===== src/rtl/ram_fifo_ctrl_if.sv =====
// Stream and RAM-port bundle for ram_fifo_ctrl: upstream/downstream handshakes
// plus the controller side of a synchronous, registered-read RAM.
interface ram_fifo_ctrl_if #(
  parameter int WIDTH = 8,
  parameter int DEPTH = 128
);
  localparam int AW = $clog2(DEPTH);

  logic             s_valid;
  logic             s_ready;
  logic [WIDTH-1:0] s_data;
  logic             m_valid;
  logic             m_ready;
  logic [WIDTH-1:0] m_data;
  logic             ram_wr_en;
  logic [AW-1:0]    ram_wr_addr;
  logic [WIDTH-1:0] ram_wr_data;
  logic [AW-1:0]    ram_rd_addr;
  logic [WIDTH-1:0] ram_rd_data;

  modport slave (
    input  s_valid, s_data, m_ready, ram_rd_data,
    output s_ready, m_valid, m_data, ram_wr_en, ram_wr_addr, ram_wr_data, ram_rd_addr
  );

  modport master (
    output s_valid, s_data, m_ready, ram_rd_data,
    input  s_ready, m_valid, m_data, ram_wr_en, ram_wr_addr, ram_wr_data, ram_rd_addr
  );
endinterface


===== src/rtl/ram_fifo_ctrl.sv =====
// FIFO controller over an external RAM with one-cycle read latency; a 2-entry
// output buffer absorbs that latency so push and pop both sustain one per cycle.
module ram_fifo_ctrl #(
  parameter int WIDTH = 8,
  parameter int DEPTH = 128
) (
  input  logic                       clk,
  input  logic                       rst,
  ram_fifo_ctrl_if.slave             bus,
  output logic [$clog2(DEPTH)+1:0]   count
);
  localparam int AW = $clog2(DEPTH);
  localparam int CW = AW + 2;

  logic [AW-1:0]    wr_ptr_q, wr_ptr_d;
  logic [AW-1:0]    rd_ptr_q, rd_ptr_d;
  logic [AW:0]      ram_cnt_q, ram_cnt_d;
  logic             inflight_q, inflight_d;
  logic [1:0]       buf_cnt_q, buf_cnt_d;
  logic [WIDTH-1:0] buf0_q, buf0_d;
  logic [WIDTH-1:0] buf1_q, buf1_d;
  logic [CW-1:0]    count_q, count_d;
  logic             s_ready_s, push_s, pop_s, issue_s;
  logic [2:0]       occ_s;

  // Handshake decode, read scheduling and next-state for pointers and buffer
  always_comb begin
    s_ready_s  = (ram_cnt_q < (AW+1)'(DEPTH));
    push_s     = bus.s_valid && s_ready_s && !rst;
    pop_s      = (buf_cnt_q != 2'd0) && bus.m_ready;
    // buffer slots that will be committed after this edge, not counting a new issue
    occ_s      = {1'b0, buf_cnt_q} + {2'b00, inflight_q} - {2'b00, pop_s};
    issue_s    = (ram_cnt_q != (AW+1)'(0)) && (occ_s < 3'd2);

    if (push_s) begin
      wr_ptr_d = wr_ptr_q + AW'(1);
    end else begin
      wr_ptr_d = wr_ptr_q;
    end
    if (issue_s) begin
      rd_ptr_d = rd_ptr_q + AW'(1);
    end else begin
      rd_ptr_d = rd_ptr_q;
    end

    ram_cnt_d  = ram_cnt_q + (AW+1)'(push_s) - (AW+1)'(issue_s);
    inflight_d = issue_s;
    buf_cnt_d  = buf_cnt_q + {1'b0, inflight_q} - {1'b0, pop_s};

    buf0_d = buf0_q;
    buf1_d = buf1_q;
    case ({inflight_q, pop_s})
      2'b01: begin
        buf0_d = buf1_q;
      end
      2'b10: begin
        if (buf_cnt_q == 2'd0) begin
          buf0_d = bus.ram_rd_data;
        end else begin
          buf1_d = bus.ram_rd_data;
        end
      end
      2'b11: begin
        if (buf_cnt_q == 2'd1) begin
          buf0_d = bus.ram_rd_data;
        end else begin
          buf0_d = buf1_q;
          buf1_d = bus.ram_rd_data;
        end
      end
      default: begin
        buf0_d = buf0_q;
        buf1_d = buf1_q;
      end
    endcase

    count_d = CW'(ram_cnt_d) + CW'(inflight_d) + CW'(buf_cnt_d);
  end

  // State registers; a read in flight at reset is simply dropped
  always_ff @(posedge clk or posedge rst) begin
    if (rst) begin
      wr_ptr_q   <= '0;
      rd_ptr_q   <= '0;
      ram_cnt_q  <= '0;
      inflight_q <= 1'b0;
      buf_cnt_q  <= 2'd0;
      buf0_q     <= '0;
      buf1_q     <= '0;
      count_q    <= '0;
    end else begin
      wr_ptr_q   <= wr_ptr_d;
      rd_ptr_q   <= rd_ptr_d;
      ram_cnt_q  <= ram_cnt_d;
      inflight_q <= inflight_d;
      buf_cnt_q  <= buf_cnt_d;
      buf0_q     <= buf0_d;
      buf1_q     <= buf1_d;
      count_q    <= count_d;
    end
  end

  assign bus.s_ready     = s_ready_s;
  assign bus.m_valid     = (buf_cnt_q != 2'd0);
  assign bus.m_data      = buf0_q;
  assign bus.ram_wr_en   = push_s;
  assign bus.ram_wr_addr = wr_ptr_q;
  assign bus.ram_wr_data = bus.s_data;
  assign bus.ram_rd_addr = rd_ptr_q;
  assign count           = count_q;
endmodule


===== src/flat_wrapper.sv =====
// flat-port wrapper written by rule: the top's interface ports become plain ports
module ram_fifo_ctrl_flat 
#(
  parameter int WIDTH = 8,
  parameter int DEPTH = 128
)
  (clk, rst, count, bus_s_valid, bus_s_data, bus_m_ready, bus_ram_rd_data, bus_s_ready, bus_m_valid, bus_m_data, bus_ram_wr_en, bus_ram_wr_addr, bus_ram_wr_data, bus_ram_rd_addr);
  ram_fifo_ctrl_if #(.WIDTH(WIDTH), .DEPTH(DEPTH)) bus_i ();
  input  logic clk;
  input  logic rst;
  output logic [$clog2(DEPTH)+1:0] count;
  input wire logic [$bits(bus_i.s_valid)-1:0] bus_s_valid;
  input wire logic [$bits(bus_i.s_data)-1:0] bus_s_data;
  input wire logic [$bits(bus_i.m_ready)-1:0] bus_m_ready;
  input wire logic [$bits(bus_i.ram_rd_data)-1:0] bus_ram_rd_data;
  output wire logic [$bits(bus_i.s_ready)-1:0] bus_s_ready;
  output wire logic [$bits(bus_i.m_valid)-1:0] bus_m_valid;
  output wire logic [$bits(bus_i.m_data)-1:0] bus_m_data;
  output wire logic [$bits(bus_i.ram_wr_en)-1:0] bus_ram_wr_en;
  output wire logic [$bits(bus_i.ram_wr_addr)-1:0] bus_ram_wr_addr;
  output wire logic [$bits(bus_i.ram_wr_data)-1:0] bus_ram_wr_data;
  output wire logic [$bits(bus_i.ram_rd_addr)-1:0] bus_ram_rd_addr;
  assign bus_i.s_valid = bus_s_valid;
  assign bus_i.s_data = bus_s_data;
  assign bus_i.m_ready = bus_m_ready;
  assign bus_i.ram_rd_data = bus_ram_rd_data;
  assign bus_s_ready = bus_i.s_ready;
  assign bus_m_valid = bus_i.m_valid;
  assign bus_m_data = bus_i.m_data;
  assign bus_ram_wr_en = bus_i.ram_wr_en;
  assign bus_ram_wr_addr = bus_i.ram_wr_addr;
  assign bus_ram_wr_data = bus_i.ram_wr_data;
  assign bus_ram_rd_addr = bus_i.ram_rd_addr;
  ram_fifo_ctrl #(.WIDTH(WIDTH), .DEPTH(DEPTH)) u_core (.clk(clk), .rst(rst), .bus(bus_i), .count(count));
endmodule

===== config.mk =====
export PLATFORM = sky130hd
export DESIGN_NAME = ram_fifo_ctrl_flat
export DESIGN_NICKNAME = d
export VERILOG_FILES = /design/src/rtl/ram_fifo_ctrl_if.sv /design/src/rtl/ram_fifo_ctrl.sv /design/src/flat_wrapper.sv
export SDC_FILE = /design/constraint.sdc
export NUM_CORES = 1
export LEC_CHECK = 0
export BUFFER_PORTS_ARGS = -buffer_cell sky130_fd_sc_hd__buf_2
export CAP_MARGIN = 15
export CELL_PAD_IN_SITES_DETAIL_PLACEMENT = 0
export CELL_PAD_IN_SITES_GLOBAL_PLACEMENT = 1
export CORE_MARGIN = 5
export CORE_UTILIZATION = 46
export CTS_BUF_LIST = sky130_fd_sc_hd__clkbuf_8
export DETAILED_ROUTE_END_ITERATION = 12
export PLACE_DENSITY = 0.85
export SYNTH_ARGS = -nofsm -noshare
export SYNTH_HDL_FRONTEND = slang
export SYNTH_SLANG_ARGS = --single-unit

===== constraint.sdc =====
create_clock -name clk -period 7.5 [get_ports clk]
set_input_delay 0.375 -clock clk [delete_from_list [all_inputs] [get_ports clk]]
set_output_delay 0.375 -clock clk [all_outputs]
set_load 0.03 [all_outputs]

==> qor.txt, run 1 <==
GRT met3 Usage -> 0.0444
Setup TNS -> 0 ns
All-Layer GR Usage -> 0.136
Area contributors post-synth -> dfrtp_1 50%, ha_1 8.0%, xnor2_1 4.5%, mux2_2 4.5%, xor2_1 4.2%
CTS root buf -> clkbuf_8
Gr busiest metal -> met2
Layout cell share with drive strength beyond 1 -> 0.301
Slowest Stage Delay on Critical Path -> 0.74 ns
Synthesized instance count -> 214
Setup CP Type -> flip-flop to flip-flop
TritonCTS Buffers -> 5
Asr flop ratio synth -> 1.00
Post-synth EDFFs -> 0
Final hold viol count -> 0
Startpoint types -> flip-flop
Area delta synth->final -> 13.4%
Final Skew -> 0.0116 ns
YS warnings -> 0
CP Data Required Time -> 7.68 ns
Remaining Overflow, GRT -> 0
Starting Density -> 0.482
Dpl hpwl -> 3.42 mm
Sequential share of the synthesized area -> 0.499
Status -> complete, no violations
Filler cell count -> 460
# DRC -> 0
Top-area cell type share of the netlist area -> 0.499
Setup violations, final -> 0
Max-cap violations -> 0
Antenna violations before repair -> 0
Wirelength per Cell -> 13.7 µm
Unrepaired setup endpoints after global routing -> no
Post-CTS setup buffers -> 0
CP Buf/Inv Count -> 3
Achievable Freq -> 0.213 GHz
Die area -> 7030 µm²
Antenna-violating nets left -> 0
Critical-path cell list -> or2_2, nand2_1, ha_1, inv_1, ha_1, inv_1, fa_1, inv_1, a311oi_2, xor2_1, ha_1, fa_1, ha_1, nand3_1, a21boi_2, nand4_1, xor2_1
Drt initial violations -> 65
Nature of the critical path endpoint -> flip-flop
Netlist cell types -> 39
Top cell by count, worst path -> ha_1
CP max-delay cell -> a311oi_2
Clk_lat worst skew -> 0.30 ns
Vias -> 1588
Port Buffers -> 45
Post-Syn Area -> 2510 µm²
Vert. Die Dim -> 83.8 µm
Delay-heaviest family, CP -> adder cells
CTS tree -> done
Vias in the first global route -> 1675
Commonest non-fill, non-tap cell in the layout -> dfrtp_1
# hold bufs at CTS -> 0
Leading area contributor after synthesis -> dfrtp_1
Vias per cell -> 4.87
Mean Syn Cell Area -> 11.7 µm²
Most frequent cells in the layout -> 50 x dfrtp_1, 45 x buf_2, 18 x nand2_1, 16 x ha_1, 14 x inv_1
Gpl congestion -> 0.735
Ports -> 62
First-pass GRT wire length -> 7.72 mm
Slew Limit Fails -> 0
Crit path DAT -> 4.87 ns
FP Rows -> 26
N_diodes -> 0
Worst-path clk slew -> 0.09 ns
Flops & latches, synth -> 50
Slew HR -> 0.309
Core region area -> 5200 µm²
H-tree depth -> 2
Largest net degree at the start of global routing -> 52
Met2 Use GR -> 0.221
Clock sink total -> 50
Crit share post-route -> 0.625
Clock Tree Buf Depth -> 2
Largest fanout on the critical path -> 12
Worst Tran Pin Value -> 1.01 ns
Post-CTS Resized -> 0
Hold WC Path Type -> input pin to asynchronous set/reset pin
Fin crit period -> 4.69 ns
Grt met1 use -> 0.174
Total Nets Final -> 294
Synth Flop Type -> dfrtp_1
Syn nets -> 253
DRT Pass-1 Iters -> 4
Final wirelength -> 4.47 mm
Die width -> 83.8 µm
-- final timing paths --
| kind | start | to | slack, ns | cells past startpoint |
|---|---|---|---|---|
| worst max-delay path | u_core.buf_cnt_q[1]$_DFF_PP0_ | u_core.count[7]$_DFF_PP0_ | 2.81 | 17 |
| worst min-delay path | rst | u_core.bus.m_data[7]$_DFFE_PP0P_ | 0.21 | 3 |
| worst max register to register | u_core.buf_cnt_q[1]$_DFF_PP0_ | u_core.count[7]$_DFF_PP0_ | 2.81 | 17 |
| worst min register to register | u_core.bus.ram_wr_addr[6]$_DFFE_PP0P_ | u_core.bus.ram_wr_addr[6]$_DFFE_PP0P_ | 0.46 | 1 |
| max in group asynchronous | rst | u_core.inflight_q$_DFF_PP0_ | 6.84 | 3 |
| min in group clk | bus_ram_rd_data[2] | u_core.buf1_q[2]$_DFFE_PP0P_ | 0.32 | 2 |
-- worst min-delay path, cell delays in order --
cell and delay, ns:
buf_2 0.10, inv_2 0.03, buf_4 0.49
-- logic make-up (layout without fill, tap and decap cells) --
logic type	count (synthesis)	in the layout	share of synthesized area
AO/OA/AOI/OAI	34	34	0.0943
XOR/XNOR	27	27	0.100
adder cells (fa/ha/maj)	19	19	0.104
buffers and inverters	27	69	0.0539
flip-flops	50	50	0.499
multiplexers	11	11	0.0489
AND/OR/NAND/NOR	46	46	0.0998
-- through the flow --
stage / utilization / worst slack (ns) / area, µm² / cells / hold WS [ns]
after global placement: 0.528 / 2.96 / 2750 / 318 / 0.452
after floorplan: - / 3.27 / 2510 / 214 / 0.480
after detailed placement: 0.528 / 2.81 / 2750 / 318 / 0.457
final: 0.546 / 2.81 / 2840 / 326 / 0.211
after CTS: 0.546 / 2.79 / 2840 / 326 / 0.247
after global routing: 0.546 / 2.46 / 2840 / 326 / 0.284
-- final cells by class --
type | count | area [µm²] | share of cell area
multi-input combinational | 137 | 1120 | 0.394
clock buffer | 6 | 82.6 | 0.0290
sequential | 50 | 1250 | 0.440
tap | 70 | 87.6 | 0.0308
timing repair buffer | 46 | 233 | 0.0818
inverter | 15 | 56.3 | 0.0198
clock inverter | 2 | 12.5 | 0.00440
-- per-layer routing --
layer | part of all wire | up-vias
met5 | 0 | -
met4 | 0.012 | 0
met3 | 0.054 | 4
met1 | 0.47 | 751
met2 | 0.47 | 34
li1 | - | 799
-- state kept, by name (all words and copies together), names as in the netlist --
name	cells
u_core.buf_cnt_q	2
u_core.buf1_q	8
u_core.inflight_q	1
u_core.ram_cnt_q	8
u_core.count	9
u_core.bus.ram_rd_addr	7
u_core.bus.m_data	8
u_core.bus.ram_wr_addr	7
-- cell usage after synthesis, types with 2 or more instances --
library cell  count
ha_1             16
or2_2             2
a21oi_1           7
xor2_1           12
nand3_1           2
fa_1              3
buf_4             8
and2_1            2
nand4_1           6
buf_2             3
a22oi_1           8
inv_1            15
and3_1            3
o21ai_0           8
nor2_1            6
xnor2_1          13
nand2_1          18
dfrtp_1          50
nor3b_1           2
a21o_1            2
mux2_2           10
Power of run 1 is left out: the tool's default activity adds up to more than one toggle a clock period on the data nets, which glitch-free logic cannot reach.
==> inputs of run 2 (changes only) <==
- CORE_UTILIZATION: 46 -> 39
- PLACE_DENSITY: 0.85 -> 0.76
- clock period: 7.5 -> 4.2 ns (I/O delays scaled with it)
==> run 2 against run 1 <==
Against the previous run: fmax rose by 19%; design area rose by 5.0%; via count rose by 2.5%; die area rose by 16%; critical path depth did not move; critical endpoint unchanged.
==> qor.txt, run 2 (synthesis results as in run 1) <==
Status -> complete, no violations
Filler cell count -> 611
Total Nets Final -> 303
Clock sink total -> 50
CTS root buf -> clkbuf_8
Crit path DAT -> 4.11 ns
Worst Tran Pin Value -> 0.678 ns
Reg2reg start -> u_core.buf_cnt_q[0]$_DFF_PP0_
Final core occ -> 0.473
Final Skew -> 0.00556 ns
Largest net degree at the start of global routing -> 51
Vias in the first global route -> 1633
Clk_lat worst skew -> 0.30 ns
Final wirelength -> 4.69 mm
Achievable Freq -> 0.255 GHz
Nature of the critical path endpoint -> flip-flop
Reg2reg end -> u_core.count[7]$_DFF_PP0_
Slew HR -> 0.548
Area delta synth->final -> 19.1%
Vias -> 1628
Max reg flops -> 9
Die width -> 90.2 µm
Flop2flop setup slack -> 0.27 ns
# DRC -> 0
Startpoint types -> flip-flop
Die area -> 8130 µm²
Clock Tree Buf Depth -> 2
Vert. Die Dim -> 90.2 µm
First-pass GRT wire length -> 7.91 mm
Gpl congestion -> 0.748
Setup CP Type -> flip-flop to flip-flop
Setup violations, final -> 0
Slew Limit Fails -> 0
Antenna violations before repair -> 0
Layout cell share with drive strength beyond 1 -> 0.351
Final hold viol count -> 0
Worst-path clk slew -> 0.09 ns
FP Rows -> 29
Hold WC Path Type -> input pin to asynchronous set/reset pin
CTS tree -> done
Vias per cell -> 4.76
CP Data Required Time -> 4.39 ns
Remaining Overflow, GRT -> 0
Crit share post-route -> 0.935
Most frequent cells in the layout -> 50 x dfrtp_1, 45 x buf_2, 17 x nand2_1
Core region area -> 6310 µm²
Port Buffers -> 45
Wirelength per Cell -> 13.7 µm
Fin crit period -> 3.93 ns
H-tree depth -> 2
Drt initial violations -> 48
Ports -> 62
TritonCTS Buffers -> 5
Dpl hpwl -> 3.38 mm
DRT Pass-1 Iters -> 4
Antenna-violating nets left -> 0
Starting Density -> 0.397
All-Layer GR Usage -> 0.118
FF-to-FF path depth -> 17
Largest fanout on the critical path -> 4
Commonest non-fill, non-tap cell in the layout -> dfrtp_1
Max-cap violations -> 0
N_diodes -> 0
-- run 2: layout make-up --
type | instances | area [µm²] | share of cell area
Inverter | 15 | 56.3 | 0.0189
Multi-Input combinational cell | 137 | 1170 | 0.392
Timing Repair Buffer | 55 | 300 | 0.101
Clock inverter | 3 | 43.8 | 0.0147
Tap cell | 77 | 96.3 | 0.0323
Sequential cell | 50 | 1250 | 0.419
Clock buffer | 5 | 68.8 | 0.0230
-- run 2: per-stage QoR --
step                hold WS [ns]  setup TNS [ns]  setup slack [ns]  cells  instance area [µm²]
floorplan                  0.360               0           0.00957    214                 2510
CTS                        0.110               0            0.0928    337                 2900
finish                    0.0890               0             0.272    342                 2990
global route               0.124         -0.0182           -0.0182    342                 2990
detailed placement         0.420               0             0.122    329                 2790
global placement           0.420               0             0.210    329                 2790
-- run 2: how the worst max path moves through the flow --
| stage | slack, ns | endpoint | depth (start not counted) | startpoint |
|---|---|---|---|---|
| finish | 0.27 | u_core.count[7]$_DFF_PP0_ | 17 | u_core.buf_cnt_q[0]$_DFF_PP0_ |
| global route | -0.02 | u_core.count[7]$_DFF_PP0_ | 17 | u_core.buf_cnt_q[0]$_DFF_PP0_ |
| CTS | 0.09 | u_core.count[7]$_DFF_PP0_ | 17 | u_core.buf_cnt_q[0]$_DFF_PP0_ |
| detailed placement | 0.12 | u_core.count[7]$_DFF_PP0_ | 17 | u_core.buf_cnt_q[0]$_DFF_PP0_ |
| global placement | 0.21 | u_core.count[7]$_DFF_PP0_ | 17 | u_core.buf_cnt_q[0]$_DFF_PP0_ |
| floorplan | 0.01 | u_core.count[7]$_DFF_PP0_ | 18 | u_core.buf_cnt_q[1]$_DFF_PP0_ |
-- run 2: worst max-delay path, cell delays in order, from the launching register on --
cell	delay, ns
dfrtp_1	0.43
or2_4	0.26
nand2_2	0.08
ha_1	0.22
inv_1	0.06
ha_1	0.12
inv_1	0.04
fa_1	0.49
inv_2	0.07
a311oi_4	0.30
xor2_1	0.19
ha_2	0.23
fa_2	0.47
ha_4	0.29
nand3_1	0.07
a21boi_2	0.19
nand4_1	0.13
xor2_1	0.16
-- run 2: what timing repair did --
| item | CTS | global route |
|---|---|---|
| buffers inserted | 0 | 4 |
| resized for setup | 0 | 9 |
| setup endpoints to repair | 0 | 8 |
| hold buffers | 0 | 0 |
-- run 2: routing by layer --
layer,up-vias,share of wire,GRT usage,routed length [µm]
met3,4,0.046,0.0351,215
met2,32,0.48,0.193,2260
met4,0,0.0060,0.0323,28
li1,812,-,-,-
met1,780,0.47,0.153,2190
met5,-,0,0,0
Power of run 2 is left out for the same reason.
